[src/rtl/keypad_scanner.sv]
`timescale 1ns/1ps
// 4x4 active-low matrix keypad scanner with press/release debouncing.
// The 1 kHz input is sampled as data; each synchronized rising edge is one scan tick.
module keypad_scanner #(
  parameter int DEBOUNCE_TICKS = 20
) (
  input  logic       clk,
  input  logic       rst_n,
  input  logic       clk1khz,
  input  logic [3:0] rows,
  output logic [3:0] cols,
  output logic [3:0] key_code,
  output logic       key_valid,
  output logic       key_held
);
  localparam int CW = $clog2(DEBOUNCE_TICKS + 1);
  localparam logic [CW-1:0] DB  = CW'(DEBOUNCE_TICKS);
  localparam logic [CW-1:0] ONE = CW'(1);

  typedef enum logic [1:0] {SCAN, DEBOUNCE, HELD} state_e;

  state_e        state_q, state_d;
  logic [1:0]    col_q, col_d;
  logic [CW-1:0] cnt_q, cnt_d, cnt_inc;
  logic [3:0]    cand_q, cand_d;
  logic [3:0]    code_q, code_d;
  logic          held_q, held_d;
  logic          valid_q, valid_d;

  logic       ck_meta_q, ck_sync_q, ck_prev_q;
  logic [3:0] rows_meta_q, rows_s_q;
  logic       tick, any_low, cand_rel;
  logic [1:0] det_row;

  always_ff @(posedge clk or negedge rst_n) begin
    if (!rst_n) begin
      ck_meta_q   <= 1'b0;
      ck_sync_q   <= 1'b0;
      ck_prev_q   <= 1'b0;
      rows_meta_q <= 4'hF;
      rows_s_q    <= 4'hF;
    end else begin
      ck_meta_q   <= clk1khz;
      ck_sync_q   <= ck_meta_q;
      ck_prev_q   <= ck_sync_q;
      rows_meta_q <= rows;
      rows_s_q    <= rows_meta_q;
    end
  end

  assign tick     = ck_sync_q & ~ck_prev_q;
  assign any_low  = (rows_s_q != 4'hF);
  assign cnt_inc  = cnt_q + ONE;
  assign cand_rel = rows_s_q[cand_q[3:2]];

  // Row 0 wins when several rows are low in the driven column.
  always_comb begin
    det_row = 2'd0;
    if      (!rows_s_q[0]) det_row = 2'd0;
    else if (!rows_s_q[1]) det_row = 2'd1;
    else if (!rows_s_q[2]) det_row = 2'd2;
    else if (!rows_s_q[3]) det_row = 2'd3;
  end

  always_ff @(posedge clk or negedge rst_n) begin
    if (!rst_n) begin
      state_q <= SCAN;
      col_q   <= 2'd0;
      cnt_q   <= '0;
      cand_q  <= 4'h0;
      code_q  <= 4'h0;
      held_q  <= 1'b0;
      valid_q <= 1'b0;
    end else begin
      state_q <= state_d;
      col_q   <= col_d;
      cnt_q   <= cnt_d;
      cand_q  <= cand_d;
      code_q  <= code_d;
      held_q  <= held_d;
      valid_q <= valid_d;
    end
  end

  always_comb begin
    state_d = state_q;
    col_d   = col_q;
    cnt_d   = cnt_q;
    cand_d  = cand_q;
    code_d  = code_q;
    held_d  = held_q;
    valid_d = 1'b0;
    if (tick) begin
      case (state_q)
        SCAN: begin
          if (!any_low) begin
            col_d = col_q + 2'd1;
          end else begin
            cand_d  = {det_row, col_q};
            cnt_d   = ONE;
            state_d = DEBOUNCE;
          end
        end
        DEBOUNCE: begin
          if (any_low && det_row == cand_q[3:2]) begin
            cnt_d = cnt_inc;
            if (cnt_inc == DB) begin
              code_d  = cand_q;
              valid_d = 1'b1;
              held_d  = 1'b1;
              cnt_d   = '0;
              state_d = HELD;
            end
          end else begin
            cnt_d   = '0;
            col_d   = col_q + 2'd1;
            state_d = SCAN;
          end
        end
        HELD: begin
          // Only the accepted key's row matters here; any low restarts the release run.
          cnt_d = cand_rel ? cnt_inc : '0;
          if (cand_rel && cnt_inc == DB) begin
            held_d  = 1'b0;
            cnt_d   = '0;
            col_d   = col_q + 2'd1;
            state_d = SCAN;
          end
        end
        default: state_d = SCAN;
      endcase
    end
  end

  always_comb begin
    cols      = ~(4'b0001 << col_q);
    key_code  = code_q;
    key_valid = valid_q;
    key_held  = held_q;
  end
endmodule
[config.mk]
export PLATFORM = sky130hd
export DESIGN_NAME = keypad_scanner
export DESIGN_NICKNAME = d
export VERILOG_FILES = /design/src/rtl/keypad_scanner.sv
export SDC_FILE = /design/constraint.sdc
export NUM_CORES = 1
export LEC_CHECK = 0
export CELL_PAD_IN_SITES_DETAIL_PLACEMENT = 0
export CELL_PAD_IN_SITES_GLOBAL_PLACEMENT = 1
export CORE_MARGIN = 1.5
export CORE_UTILIZATION = 40
export CTS_BUF_LIST = sky130_fd_sc_hd__clkbuf_4
export CTS_CLUSTER_SIZE = 24
export DETAILED_ROUTE_END_ITERATION = 12
export PLACE_DENSITY = 0.78
export SYNTH_ARGS = -nofsm -noshare
export SYNTH_HDL_FRONTEND = slang
export SYNTH_SLANG_ARGS = --single-unit
[constraint.sdc]
create_clock -name clk -period 3 [get_ports clk]
set_input_delay 0.3 -clock clk [delete_from_list [all_inputs] [get_ports clk]]
set_output_delay 0.3 -clock clk [all_outputs]
set_load 0.005 [all_outputs]
# Word level (Yosys, flattened, before mapping)
# Cells that the tools add are included.
[op_classes]
addsub = 2
magnitude_cmp = 1
eq_ne = 12
shift = 1
muxes = 29
bitwise_logic = 3
reduce_logical = 11
[op_table]
columns = ["op", "n"]
rows = [
  ["5-bit two-way mux", 5],
  ["2-bit two-way mux", 11],
  ["5-bit one-hot mux with 3 select lines", 1],
  ["2-bit inequality test (second input constant)", 6],
  ["2-bit one-hot mux with 3 select lines", 2],
  ["5-bit AND reduction", 2],
  ["1-bit two-way mux", 8],
  ["4-bit AND reduction", 2],
  ["3-bit AND reduction", 2],
  ["5-bit by 1-bit adder with 5-bit output (second input constant)", 1],
  ["5-bit equality test (second input constant)", 1],
  ["4-bit inequality test (second input constant)", 1],
  ["4-bit NOT", 1],
  ["1-bit by 2-bit << shifter with 4-bit output (first input constant)", 1],
  ["2-bit by 3-bit < comparator with 1-bit output (second input constant)", 1],
  ["3-bit inequality test (second input constant)", 1],
  ["3-bit nonzero test", 1],
  ["2-bit by 1-bit adder with 2-bit output (second input constant)", 1],
  ["1-bit binary-select mux with 2-bit select", 1],
  ["2-bit by 1-bit equality test with 1-bit output (second input constant)", 1],
  ["2-bit equality test", 1],
  ["2-bit equality test (second input constant)", 1],
  ["1-bit logical AND", 2],
  ["2-bit zero test", 1],
  ["other kinds (4)", 4],
]
[word_totals]
regBits = 30
inputBits = 7
out_inout_bits = 10
wordCells = 71

# Depth between registers and ports, before layout
[logic_depth]
word_depth = 9
ltp_mapped = 8
ltp_nobuf = 7

# Least setup slack after synthesis
# OpenSTA, ideal clock, no wires.
[synth_timing]
path_type = "register to register"
from = "reg cnt_q[0]"
to = "reg code_q[0] (netlist: key_code[0])"
setup_time_ns = 0.125
arrival_time_ns = 1.882
slack_ns = 0.993
stages_incl_launch_ff = 8
path_buffers = 1
synth_period_minus_slack_ns = 2.007
path_cell_list = "dfrtp_1 ha_1 nor2b_1 a211o_1 and3_4 and3_1 buf_6 mux2_4"
[synth_between]
elab_chain_cells = 3
[synth_lines]
columns = ["item", "line_no", "text"]
rows = [
  ["start, declared", "24", "logic [CW-1:0] cnt_q, cnt_d, cnt_inc;"],
  ["start signal, assigned", "77", "cnt_q <= cnt_d;"],
  ["5-bit by 1-bit adder with 5-bit output", "53", "assign cnt_inc = cnt_q + ONE;"],
  ["5-bit equality test", "107", "if (cnt_inc == DB) begin"],
  ["4-bit AND reduction (no line)", "-", ""],
  ["end signal, assigned", "79", "code_q <= code_d;"],
  ["end, declared", "26", "logic [3:0] code_q, code_d;"],
]
# Every way passes these cells.
# A chain may end at the register's enable or synchronous reset.

# Worst setup path in the final report
[layout_timing]
from = "reg state_q[1]"
to = "reg code_q[3] (netlist: key_code[3])"
[layout_between]
elab_chain_cells = 2
[layout_lines]
columns = ["item", "line_no", "text"]
rows = [
  ["start, declared", "22", "state_e state_q, state_d;"],
  ["start signal, assigned", "75", "state_q <= state_d;"],
  ["2-bit by 1-bit equality test with 1-bit output", "94", "case (state_q)"],
  ["4-bit AND reduction (no line)", "-", ""],
]
# Every way passes these cells.

==> results_dict.tcl <==
set metrics [dict create \
    antenna_found_initial 0 \
    synth_top_family_by_area "compound AO/OA/AOI/OAI gates" \
    fin_setup_tns_ps 0 \
    tightest_slew_ps 379 \
    cap_violations 0 \
    synth_nets 160 \
    grt_pass1_wl_um 5270 \
    final_cell_area_mm2 0.00182 \
    die_x_um 65.3 \
    arrival_ps 2390 \
    drc 0 \
    critPathLaunchType "flop" \
    die_area_mm2 0.00427 \
    synthArstFlopShare_pct 100 \
    slowest_delay_ps 420 \
    ys_seq_elements 30 \
    initial_core_util_pct 42.1 \
    htreeDepth 2 \
    fp.dieH_um 65.3 \
    post_drt_wl_per_cell_um 13.7 \
    gp_congestion 0.791 \
    synth_area_leader_cell "dfrtp_1" \
    p_leak_nw 0.808 \
    grt_overflow_total 0 \
    hpwl_um 2060 \
    yosysSeqAreaShare_pct 49.0 \
    portBuffers 16 \
    synth_area_mm2 0.00155 \
    numClockSinks 30 \
    clk_pin_slew_ps 100 \
    core-area_mm2 0.00369 \
    drtIter0Drc 36 \
    rsz0062_at_grt "false" \
    avgSynthCellArea_um2 10.9 \
    synth_cells 143 \
    ant_nets 0 \
    pre_cts_ws_ps 848 \
    vdd_drop_max_mv 0.338 \
    vias_per_cell 5.24 \
    grt_max_degree 31 \
    areaGrowthSynthToFinish_pct 16.8 \
    hold_slack_ps 350 \
    drive_gt1_share_pct 15.9 \
    ys_types 43 \
    synthSimpleGateAreaFrac_pct 15.1 \
    worst_ep_required_time_ps 3230 \
    clk_path_buf_depth 2 \
    hold_path.class "in -> async" \
    maxSlewViolCount 0 \
    finalHoldViolCount 0 \
    max_slew_margin_pct 74.7 \
    yosys_warnings 0 \
    p_sw_share_pct 34.3 \
    worst_setup_path_end_kind "flop" \
    track_usage_pct 16.6 \
    synth_ff_type "dfrtp_1" \
    cp_num_buf_inv 2 \
    post_cts_resized 0 \
    n_antenna_cell 0 \
    p_int_mw 0.726 \
    synth_fa_ha_area_share_pct 8.05 \
    worstSetupPathType "reg -> reg" \
    critPathSlowestCell "dfrtp_1" \
    setup_slack_ps 844 \
    yosysTopAreaCellShare_pct 35.4 \
    path_cells "inv_1 -> ha_1 -> nand2_1 -> a211o_1 -> a211oi_2 -> buf_4 -> and3_1 -> mux2_4" \
    fin_skew_ps 6.94 \
    power.switching_mw 0.379 \
    cts_tree "yes" \
    muxShareOfSynthArea_pct 7.00 \
    cts_hold_buf 0 \
    synth.most_common_cell "dfrtp_1" \
    status "finished, final reports clean" \
    ys_top_cells_by_area "dfrtp_1 (35%), dfstp_2 (14%), ha_1 (8.1%)" \
    synth_commonest_cells "dfrtp_1 (22), nand2_1 (17), inv_1 (12)" \
    io_pins 17 \
    fin_crit_sh_pct 71.9 \
    vias 1111 \
    powerDensity_mw_per_mm2 609 \
    cp_top_family "flip-flops" \
    clk_latency_ps 340 \
    min_period_ps 2160 \
    cts_setup_buffers 0 \
    synth_xor_area_share_pct 1.13 \
    pwr-share-seq_pct 48.2 \
    placed_area_mm2 0.00176 \
    first_global_vias 1129 \
    cts-buffers-inserted 5 \
    cts-root-buf "clkbuf_4" \
    finalSetupViolCount 0 \
    drt_wl_total_um 2910 \
    final_nets 180 \
    combPwrFrac_pct 30.9 \
    p_clk_share_pct 21.0 \
    power_mw 1.10 \
    synth_compound_area_share_pct 15.1 \
    cp_max_fo 12 \
    synth_edf_count 0 \
    rows 22 \
    drtPass1Iterations 4 \
    fmax_mhz 464 \
]
==> cells in the final DEF, fill, tap and decap left out, types with 4 or more instances in the layout <==
cell,n
clkbuf_4,5
clkdlybuf4s50_1,16
nand2_1,17
dfrtp_1,22
inv_1,12
a21oi_1,5
mux2_4,5
nand2b_1,4
o21ai_1,5
nor2_1,4
dfstp_2,8
ha_1,10
a211o_1,4
==> power by group through the flow <==
stage | Sequential, mW | Combinational [mW] | Clock [mW]
after floorplan | 0.523 | 0.217 | 0
after global placement | 0.535 | 0.338 | 0
after detailed placement | 0.540 | 0.344 | 0
after CTS | 0.534 | 0.347 | 0.237
after global routing | 0.545 | 0.393 | 0.260
final | 0.532 | 0.341 | 0.232
==> through the flow <==
stage	std cells	util, %
after CTS	212	49.2
final	212	49.2
after detailed placement	204	47.8
after floorplan	143	-
after global placement	204	47.8
after global routing	212	49.2
==> state kept, by name, summed over array words and instances, names as in the netlist, 2 cells and up <==
signal and count:
cnt_q 5, rows_s_q 4, col_q 2, key_code 4, rows_meta_q 4, state_q 2, cand_q 4
==> path summary, 6_finish.rpt <==
check / cells after the start / endpoint / start / slack (ps)
setup / recovery: 8 / key_code[3] / state_q[1] / 840
hold / removal: 2 / cand_q[2] / rst_n / 350
setup reg to reg: 8 / key_code[3] / state_q[1] / 840
hold reg to reg: 0 / rows_s_q[0] / rows_meta_q[0] / 350
max in group asynchronous: 2 / rows_meta_q[0] / rst_n / 2340
min in group clk: 0 / rows_s_q[0] / rows_meta_q[0] / 350
==> final cells by class <==
class / instances / area (um2)
clock buffers: 5 / 37.5
flip-flops and latches: 30 / 761
inverters: 12 / 45.0
repair buffers: 18 / 175
multi-input cells: 96 / 721
clock inverters: 3 / 16.3
well taps: 48 / 60.1
fillers: 356 / 1870
==> layer usage <==
layer / up-vias / GRT usage, % / part of all wire, %
met5: - / 0 / 0
met4: 0 / 5.47 / 1.5
met2: 20 / 25.8 / 47
li1: 545 / - / -
met1: 541 / 21.0 / 47
met3: 5 / 6.85 / 4.7
==> kinds of logic after synthesis <==
kind of cell	count (synthesis)
XOR/XNOR	2
flip-flops	30
multiplexers	7
buffers and inverters	17
adder cells (fa/ha/maj)	10
AO/OA/AOI/OAI	33
AND/OR/NAND/NOR	44
Note: power is estimated with default switching activity, not from simulation.
